**config.mk**
```make
export PLATFORM = sky130hd
export DESIGN_NAME = pipeline_5_ma
export DESIGN_NICKNAME = d
export VERILOG_FILES = /design/src/rtl/pipeline_5_ma.sv
export SDC_FILE = /design/constraint.sdc
export NUM_CORES = 1
export LEC_CHECK = 0
export CAP_MARGIN = 20
export CORE_MARGIN = 4
export CORE_UTILIZATION = 35
export CTS_CLUSTER_SIZE = 10
export DETAILED_ROUTE_END_ITERATION = 7
export DONT_BUFFER_PORTS = 1
export GPL_TIMING_DRIVEN = 0
export PLACE_DENSITY = 0.56
export SETUP_SLACK_MARGIN = 0.3
export SLEW_MARGIN = 20
export SYNTH_ARGS = -nofsm -noshare
export SYNTH_HDL_FRONTEND = slang
export SYNTH_SLANG_ARGS = --single-unit
```
**constraint.sdc**
```tcl
create_clock -name s_clk_i -period 2.7 [get_ports s_clk_i]
set_input_delay 0.54 -clock s_clk_i [delete_from_list [all_inputs] [get_ports s_clk_i]]
set_output_delay 0.54 -clock s_clk_i [all_outputs]
set_load 0.005 [all_outputs]
```
**src/rtl/pipeline_5_ma.sv**
```systemverilog
// pipeline_5_ma: memory-access stage. Owns the AHB data phase started by EX,
// aligns load data, turns a two-cycle ERROR response into a misconduct code
// and writes the MAWB registers consumed by WB and EX forwarding.
package p_hardisc;
    localparam int ICTRL_W   = 7;
    localparam int IMISCON_W = 3;
    localparam int F_W       = 4;
    localparam int RF_W      = 5;
    localparam logic [IMISCON_W-1:0] IMISCON_FREE = 3'd0;
    localparam logic [IMISCON_W-1:0] IMISCON_DBER = 3'd6;
endpackage

// state | meaning
// IDLE  | no data phase outstanding
// DATA  | data phase of an accepted transfer in progress
// ERR   | first ERROR cycle seen, waiting for the closing ERROR cycle
module pipeline_5_ma (
    input  logic                            s_clk_i,
    input  logic                            s_resetn_i,
    input  logic                            s_flush_i,
    input  logic                            s_lsu_approve_i,
    input  logic [31:0]                     s_lsu_wdata_i,
    input  logic [p_hardisc::ICTRL_W-1:0]   s_exma_ictrl_i,
    input  logic [p_hardisc::IMISCON_W-1:0] s_exma_imiscon_i,
    input  logic [p_hardisc::F_W-1:0]       s_exma_f_i,
    input  logic [p_hardisc::RF_W-1:0]      s_exma_rd_i,
    input  logic [31:0]                     s_exma_val_i,
    input  logic                            s_d_hready_i,
    input  logic                            s_d_hresp_i,
    input  logic [31:0]                     s_d_hrdata_i,
    output logic [31:0]                     s_d_hwdata_o,
    output logic                            s_stall_o,
    output logic [p_hardisc::ICTRL_W-1:0]   s_mawb_ictrl_o,
    output logic [p_hardisc::IMISCON_W-1:0] s_mawb_imiscon_o,
    output logic [p_hardisc::RF_W-1:0]      s_mawb_rd_o,
    output logic [31:0]                     s_mawb_val_o,
    output logic                            s_mawb_we_o
);
    import p_hardisc::*;

    typedef enum logic [1:0] {ST_IDLE, ST_DATA, ST_ERR} state_t;

    state_t      state_q, state_d;
    logic [31:0] wdata_q;
    logic        kill_q;
    logic        addr_acc;
    logic        in_xfer;
    logic        is_store;
    logic        is_load;
    logic        err_done;
    logic [1:0]  offset;
    logic [31:0] shifted;
    logic [15:0] ld_half;
    logic [7:0]  ld_byte;
    logic        sign_bit;
    logic [31:0] aligned;
    logic        we_d;

    // A new address phase is only taken when the bus is ready and we are not
    // closing an ERROR response (EX is expected to be flushed after an error).
    assign addr_acc = s_lsu_approve_i & s_d_hready_i & (state_q != ST_ERR);
    assign in_xfer  = (state_q != ST_IDLE);
    assign s_stall_o = in_xfer & ~s_d_hready_i;
    assign err_done  = s_d_hready_i & ((state_q == ST_ERR) | ((state_q == ST_DATA) & s_d_hresp_i));
    assign is_store  = in_xfer & s_exma_f_i[3];
    assign is_load   = in_xfer & ~s_exma_f_i[3];

    // Data-phase state register
    always_ff @(posedge s_clk_i or negedge s_resetn_i) begin
        if (!s_resetn_i) state_q <= ST_IDLE;
        else             state_q <= state_d;
    end

    // Data-phase next-state decode
    always_comb begin
        state_d = state_q;
        case (state_q)
            ST_IDLE: if (addr_acc) state_d = ST_DATA;
            ST_DATA: begin
                if (s_d_hready_i)     state_d = addr_acc ? ST_DATA : ST_IDLE;
                else if (s_d_hresp_i) state_d = ST_ERR;
            end
            ST_ERR:  if (s_d_hready_i) state_d = ST_IDLE;
            default: state_d = ST_IDLE;
        endcase
    end

    // Store operand captured with the address phase, held through the data phase
    always_ff @(posedge s_clk_i or negedge s_resetn_i) begin
        if (!s_resetn_i)   wdata_q <= 32'h0;
        else if (addr_acc) wdata_q <= s_lsu_wdata_i;
    end

    // Lane replication uses the size of the instruction now sitting in MA
    always_comb begin
        s_d_hwdata_o = {4{wdata_q[7:0]}};
        if (s_exma_f_i[1])      s_d_hwdata_o = wdata_q;
        else if (s_exma_f_i[0]) s_d_hwdata_o = {2{wdata_q[15:0]}};
    end

    // Remembers a flush that arrived while stalled so the late completion is dropped
    always_ff @(posedge s_clk_i or negedge s_resetn_i) begin
        if (!s_resetn_i)    kill_q <= 1'b0;
        else if (s_stall_o) kill_q <= kill_q | s_flush_i;
        else                kill_q <= 1'b0;
    end

    // Load alignment and sign/zero extension
    always_comb begin
        offset   = s_exma_val_i[1:0];
        shifted  = s_d_hrdata_i >> {offset, 3'b000};
        ld_byte  = shifted[7:0];
        ld_half  = offset[1] ? s_d_hrdata_i[31:16] : s_d_hrdata_i[15:0];
        sign_bit = 1'b0;
        aligned  = s_d_hrdata_i;
        if (!s_exma_f_i[1]) begin
            if (s_exma_f_i[0]) begin
                sign_bit = ~s_exma_f_i[2] & ld_half[15];
                aligned  = {{16{sign_bit}}, ld_half};
            end else begin
                sign_bit = ~s_exma_f_i[2] & ld_byte[7];
                aligned  = {{24{sign_bit}}, ld_byte};
            end
        end
    end

    assign we_d = (s_exma_ictrl_i != '0) & (s_exma_imiscon_i == IMISCON_FREE) &
                  (s_exma_rd_i != '0) & ~is_store & ~err_done;

    // MAWB registers: bubble on flush, hold while stalled, otherwise capture MA result
    always_ff @(posedge s_clk_i or negedge s_resetn_i) begin
        if (!s_resetn_i) begin
            s_mawb_ictrl_o   <= '0;
            s_mawb_imiscon_o <= IMISCON_FREE;
            s_mawb_rd_o      <= '0;
            s_mawb_val_o     <= 32'h0;
            s_mawb_we_o      <= 1'b0;
        end else if (s_flush_i || kill_q) begin
            s_mawb_ictrl_o   <= '0;
            s_mawb_imiscon_o <= IMISCON_FREE;
            s_mawb_rd_o      <= '0;
            s_mawb_val_o     <= 32'h0;
            s_mawb_we_o      <= 1'b0;
        end else if (!s_stall_o) begin
            s_mawb_ictrl_o   <= s_exma_ictrl_i;
            s_mawb_imiscon_o <= err_done ? IMISCON_DBER : s_exma_imiscon_i;
            s_mawb_rd_o      <= s_exma_rd_i;
            s_mawb_val_o     <= (is_load && !err_done) ? aligned : s_exma_val_i;
            s_mawb_we_o      <= we_d;
        end
    end
endmodule
```
==> results.sh, run 1 <==
export IMPL_r2r_end="s_mawb_val_o[1]"
export IMPL_numPlacedInstances=634
export IMPL_finalInstanceArea_sq_mm=0.005079
export IMPL_io_pin_count=202
export IMPL_synth_fp_nets=583
export IMPL_violations="hold timing"
export IMPL_dieArea_sq_mm=0.01481
export IMPL_drc=0
export IMPL_yosysTopAreaCell="dfrtp_1"
export IMPL_area_growth_pct=12.28
export IMPL_wl_met2_um=7075
export IMPL_reg2reg_from="state_q[0]"
export IMPL_root_buffer="clkbuf_16"
export IMPL_grt_total_usage_pct=20.11
export IMPL_die_h_um=121.7
export IMPL_vias=3663
export IMPL_cts_tree="done"
export IMPL_hold_viol_final=83
export IMPL_fillers=1333
export IMPL_synth_area_sq_mm=0.004523
export IMPL_insertion_delay_ns=0.34
export IMPL_antenna_found_initial=1
export IMPL_outcome="complete, but fails checks"
export IMPL_final_nets=594
export IMPL_ys_ff_latch=83
export IMPL_cts_htree_levels=3
export IMPL_clockBufferDepth=2
export IMPL_postSynthAreaPerCell_sq_um=9.790
export IMPL_core_area_sq_mm=0.01262
export IMPL_ys_seq_area_share_pct=45.92
export IMPL_gp_congestion=0.8130
export IMPL_cts_sinks=83
export IMPL_synthTopCellsByArea="dfrtp_1 (46%), mux2_2 (12%), a21oi_1 (5.4%)"
export IMPL_cp_slowest_stage_delay_ns=0.36
export IMPL_grt_pass1_wl_um=22650
export IMPL_synthCells=462
export IMPL_fin_setup_tns_ns=0
export IMPL_worst_slew_pin_slew_ns=0.6663
export IMPL_rr_worst_depth=5
export IMPL_wire_per_inst_um=22.80
export IMPL_fin_crit_ns=2.267
export IMPL_overflow=0
export IMPL_antennaDiodeCount=0
export IMPL_slew_headroom_pct=55.53
export IMPL_cp_max_fo=10
export IMPL_path_class="reg2out"
export IMPL_vias_per_cell=5.635
export IMPL_yosysMostFrequentCell="dfrtp_1"
export IMPL_netlist_top_cells_count="dfrtp_1 (83), nand2_1 (52), a21oi_1 (49)"
export IMPL_path_delay_family="buffers and inverters"
export IMPL_slew_viol_final=0
export IMPL_layout_drive_gt1_share_pct=23.01
export IMPL_start_kind="flip-flop"
export IMPL_topRoutingLayerUsed="met5"
export IMPL_hp_class="in2async"
export IMPL_start_util_pct=35.84
export IMPL_place_hpwl_um=11280
export IMPL_grt_pass1_vias=3848
export IMPL_fmax_mhz=441.2
export IMPL_ant_nets=0
export IMPL_path_cells="clkbuf_2 -> o21ai_2 -> clkbuf_4 -> inv_1 -> buf_2 -> buf_2"
export IMPL_setup_violations_final=0
export IMPL_wl_met1_um=5769
export IMPL_post_cts_buffers=0
export IMPL_cp_num_buf_inv=5
export IMPL_fin_crit_sh_pct=83.95
export IMPL_cpMostUsedCell="buf_2"
export IMPL_cts_buffers=9
export IMPL_drt_iter0_drc=136
export IMPL_ys_flop_type="dfrtp_1"
export IMPL_yosys_cell_types_count=40
export IMPL_whs_ns=-0.1086
export IMPL_clk_pin_slew_ns=0.06
export IMPL_core_rowCount=41
export IMPL_first_pass_iters=4
export IMPL_wirelength_um=14820
export IMPL_fin_worst_skew_ns=0.005676
export IMPL_io_buffers=0
export IMPL_synth_top_cell_area_share_pct=45.92
export IMPL_synthArstFlopShare_pct=100.0
export IMPL_p_leak_nw=2.237
export IMPL_worstPathArrival_ns=1.73
export IMPL_rsz0062_at_grt="false"
export IMPL_power_density_mw_per_mm2=664.9
export IMPL_finalNonFillerCells=650
export IMPL_irDropWorstVdd_uv=461.6
export IMPL_met3WireLength_um=1690
export IMPL_yosys_warnings=0
export IMPL_r2r_slack_ns=0.61
export IMPL_worst_path_max_delay_cell="dfrtp_1"
export IMPL_required_ns=2.16
export IMPL_synth_edf_count=0
export IMPL_grt_max_degree=84
export IMPL_die_w_um=121.7
export IMPL_place_area_sq_mm=0.004738
export IMPL_drv_cap=0
export IMPL_cp_end_kind="primary output"
placed cells by master (no fill, tap or decap), drive strengths merged, types with 3 or more instances in the layout:
| cell type | synthesis | routed |
|---|---|---|
| o21ai | 21 | 21 |
| o221ai | 3 | 3 |
| nor2b | 12 | 12 |
| and3 | 17 | 17 |
| clkbuf | 21 | 33 |
| inv | 8 | 8 |
| nor3 | 11 | 11 |
| buf | 24 | 23 |
| a31oi | 7 | 7 |
| nor4 | 3 | 3 |
| nor2 | 31 | 31 |
| a21oi | 49 | 49 |
| o22ai | 16 | 16 |
| mux2 | 48 | 48 |
| mux2i | 19 | 19 |
| nand3 | 7 | 7 |
| clkinv | 0 | 4 |
| dfrtp | 83 | 83 |
| nand2 | 52 | 52 |
| a221o | 7 | 7 |
| a22o | 5 | 5 |
cells by family after synthesis:
| kind of cell | Yosys count | synth area share (%) |
|---|---|---|
| buf+inv | 53 | 5.643 |
| compound gates | 116 | 17.01 |
| mux | 68 | 16.65 |
| flops | 83 | 45.92 |
| simple gates | 142 | 14.77 |
how the worst max path moves through the flow:
stage | startpoint | to | slack, ns | cells after the start
final | state_q[1] | s_stall_o | 0.43 | 6
after global routing | state_q[1] | s_stall_o | 0.34 | 6
after CTS | s_exma_f_i[1] | s_d_hwdata_o[22] | 0.31 | 3
after detailed placement | s_exma_f_i[1] | s_d_hwdata_o[25] | 0.10 | 4
after global placement | s_exma_f_i[1] | s_d_hwdata_o[25] | 0.07 | 4
after floorplan | s_exma_f_i[0] | s_d_hwdata_o[10] | 0.64 | 3
layout make-up:
class,instances,area (sq um),area share (%)
clock inverters,5,61.31,1.207
well taps,172,215.2,4.237
flip-flops and latches,83,2077,40.90
plain buffers,45,236.5,4.656
multi-input cells,326,2206,43.43
inverters,8,30.03,0.5913
clock buffers,11,252.7,4.977
routing by layer:
| metal | track usage (%) | vias up |
|---|---|---|
| li1 | - | 1668 |
| met1 | 24.23 | 1790 |
| met2 | 32.50 | 185 |
| met3 | 9.146 | 18 |
| met4 | 5.812 | 2 |
| met5 | 0 | - |
where the power goes:
group          switching (mW)  internal, mW
Combinational           0.296         0.278
Sequential              0.126          1.39
Clock                   0.514         0.770
Total                   0.936          2.44
state kept, by name, indices dropped and copies added, names as in the netlist:
signal,cells
wdata_q,32
kill_q,1
s_mawb_imiscon_o,3
s_mawb_we_o,1
state_q,2
s_mawb_val_o,32
s_mawb_ictrl_o,7
s_mawb_rd_o,5
timing repair:
item                                    in CTS  in global routing
gates resized for setup                      7                  7
endpoints found under the hold margin       83                 83
cloned                                       0                  0
endpoints found under the setup margin      23                  8
pin swaps                                    0                  0
per-stage QoR:
stage	worst slack, ns	utilization, %	hold WS, ns	power, mW
after floorplan	0.6432	-	0.2444	1.954
after global placement	0.06632	37.55	0.2480	2.094
after detailed placement	0.1003	37.55	0.2486	2.113
after CTS	0.3118	40.11	-0.1267	3.425
after global routing	0.3385	40.24	-0.1339	3.559
final	0.4333	40.24	-0.1086	3.377
(Power assumes the default switching activity.)
==> run 2, diff against run 1 <==
==> constraint.sdc (replaced) <==
create_clock -name s_clk_i -period 2.2 [get_ports s_clk_i]
set_input_delay 0.44 -clock s_clk_i [delete_from_list [all_inputs] [get_ports s_clk_i]]
set_output_delay 0.44 -clock s_clk_i [all_outputs]
set_load 0.005 [all_outputs]
==> run 2 against run 1 <==
Against the previous run: the flow still finishes with violations (hold timing); first-iteration DRC count shrank 13%; critical path depth shrank 1; register-to-register slack lost 0.26 ns; total power grew 25%; combinational power grew 33%; routed wire length grew 2.2%; design area grew 4.7%; non-clock buffer count grew 15; flip-flop and latch count is the same.
==> results.sh, run 2 (synthesis results as in run 1) <==
export IMPL_outcome="complete, but fails checks"
export IMPL_violations="hold timing"
export IMPL_clkPwrFrac_pct=37.5
export IMPL_fin_crit_ns=1.852
export IMPL_hold_viol_final=83
export IMPL_rr_worst_depth=5
export IMPL_start_util_pct=35.84
export IMPL_io_buffers=0
export IMPL_first_pass_iters=4
export IMPL_wirelength_um=15150
export IMPL_cts_tree="done"
export IMPL_core_area_sq_mm=0.01262
export IMPL_wire_per_inst_um=22.75
export IMPL_layout_drive_gt1_share_pct=27.99
export IMPL_worst_slew_pin_slew_ns=0.6706
export IMPL_r2r_slack_ns=0.35
export IMPL_required_ns=2.42
export IMPL_seq_power_share_pct=44.3
export IMPL_cp_max_fo=10
export IMPL_p_int_mw=3.040
export IMPL_path_cells="buf_8 -> buf_4 -> a21oi_1 -> buf_2 -> mux2_2"
export IMPL_endpoint="wdata_q[31]"
export IMPL_largestRegisters="s_mawb_val_o (32), wdata_q (32), s_mawb_ictrl_o (7)"
export IMPL_drt_iter0_drc=118
export IMPL_r2r_end="wdata_q[31]"
export IMPL_overflow=0
export IMPL_fin_util_pct=42.12
export IMPL_setup_violations_final=0
export IMPL_whs_ns=-0.2109
export IMPL_wl_met2_um=7253
export IMPL_met3WireLength_um=1658
export IMPL_path_delay_family="buffers and inverters"
export IMPL_mostFrequentLayoutCell="dfrtp_1"
export IMPL_cp_slowest_stage_delay_ns=0.39
export IMPL_p_leak_nw=2.355
export IMPL_p_comb_share_pct=18.2
export IMPL_die_w_um=121.7
export IMPL_cts_buffers=9
export IMPL_vias_per_cell=5.599
export IMPL_layout_common_cells="dfrtp_1 (82), nand2_1 (51), mux2_2 (48), a21oi_1 (47), nor2_1 (29)"
export IMPL_slew_viol_final=0
export IMPL_dieArea_sq_mm=0.01481
export IMPL_irDropWorstVdd_uv=567.7
export IMPL_cp_num_cells=5
export IMPL_io_pin_count=202
export IMPL_numPlacedInstances=634
export IMPL_switching_share_pct=27.84
export IMPL_drv_cap=0
export IMPL_path_class="reg2reg"
export IMPL_root_buffer="clkbuf_16"
export IMPL_grt_max_degree=84
export IMPL_finalNonFillerCells=666
export IMPL_vias=3729
export IMPL_grt_pass1_wl_um=22930
export IMPL_hp_class="in2async"
export IMPL_fmax_mhz=540.1
export IMPL_clockBufferDepth=2
export IMPL_start_kind="flip-flop"
export IMPL_total_power_mw=4.213
export IMPL_fin_crit_sh_pct=84.17
export IMPL_cts_sinks=83
export IMPL_slew_headroom_pct=55.29
export IMPL_place_hpwl_um=11280
export IMPL_reg2reg_from="state_q[1]"
export IMPL_fin_worst_skew_ns=0.004820
export IMPL_gp_congestion=0.8130
export IMPL_drc=0
export IMPL_grt_pass1_vias=3896
export IMPL_cp_end_kind="flip-flop"
export IMPL_crit_start="state_q[1]"
export IMPL_topRoutingLayerUsed="met4"
export IMPL_worst_path_max_delay_cell="mux2_2"
export IMPL_rsz0062_at_grt="true"
export IMPL_ant_nets=0
export IMPL_die_h_um=121.7
export IMPL_final_nets=609
export IMPL_core_rowCount=41
export IMPL_grt_total_usage_pct=20.28
export IMPL_wl_met1_um=5969
export IMPL_power_density_mw_per_mm2=792.6
export IMPL_cp_num_buf_inv=3
export IMPL_worstPathArrival_ns=2.08
export IMPL_area_growth_pct=17.51
export IMPL_insertion_delay_ns=0.34
export IMPL_clk_pin_slew_ns=0.06
export IMPL_antenna_found_initial=1
export IMPL_switchingPower_mw=1.173
export IMPL_cts_htree_levels=3
[run 2: worst min-delay path by stage]
stage,endpoint,depth (start not counted)
2_1_floorplan,kill_q,0
3_3_place_gp,s_mawb_rd_o[0],0
3_5_place_dp,s_mawb_rd_o[0],0
4_1_cts,s_mawb_rd_o[4],0
5_1_grt,s_mawb_val_o[24],0
6_report,s_mawb_rd_o[4],0
[run 2: power groups by stage]
stage	clock network [mW]	logic [mW]	registers [mW]
2_1_floorplan	0	0.563	1.84
3_3_place_gp	0	0.686	1.88
3_5_place_dp	0	0.702	1.89
4_1_cts	1.63	0.737	1.87
5_1_grt	1.69	0.849	1.89
6_report	1.58	0.766	1.86
[run 2: cell type report]
cell class | count | area [sq um]
antenna | 1 | 2.502
buffer | 45 | 281.5
clock buffer | 11 | 252.7
clock inverter | 5 | 61.31
fill | 1316 | 7305
inverter | 8 | 32.53
multi-input combinational | 326 | 2261
sequential | 83 | 2078
tap | 172 | 215.2
timing repair buffer | 15 | 130.1
[run 2: worst reg2reg max path: stages (launching register included)]
cell,delay (ns)
dfrtp_1,0.38
buf_8,0.13
buf_4,0.13
a21oi_1,0.34
buf_2,0.37
mux2_2,0.39
[run 2: metrics by stage]
stage	setup WS, ns	hold WS (ns)	area [sq um]	TNS, ns
finish	0.3483	-0.2109	5315	0
global route	0.2577	-0.2339	5313	0
CTS	0.2966	-0.2267	5187	0
detailed placement	-0.1997	0.1486	4738	-3.616
global placement	-0.2337	0.1480	4738	-3.356
floorplan	0.3432	0.1444	4523	0
[run 2: routing by layer]
metal | global-route usage, % | vias to the layer above
li1 | - | 1698
met1 | 24.43 | 1829
met2 | 32.85 | 182
met3 | 9.146 | 20
met4 | 5.812 | 0
met5 | 0 | -
[run 2: repair_timing]
action                     in CTS  in global routing
hold endpoints to repair       83                 83
resized for setup              30                 24
pin swaps                       1                  2
cloned                          0                  1
setup endpoints to repair      68                 40
setup buffers                   6                  8
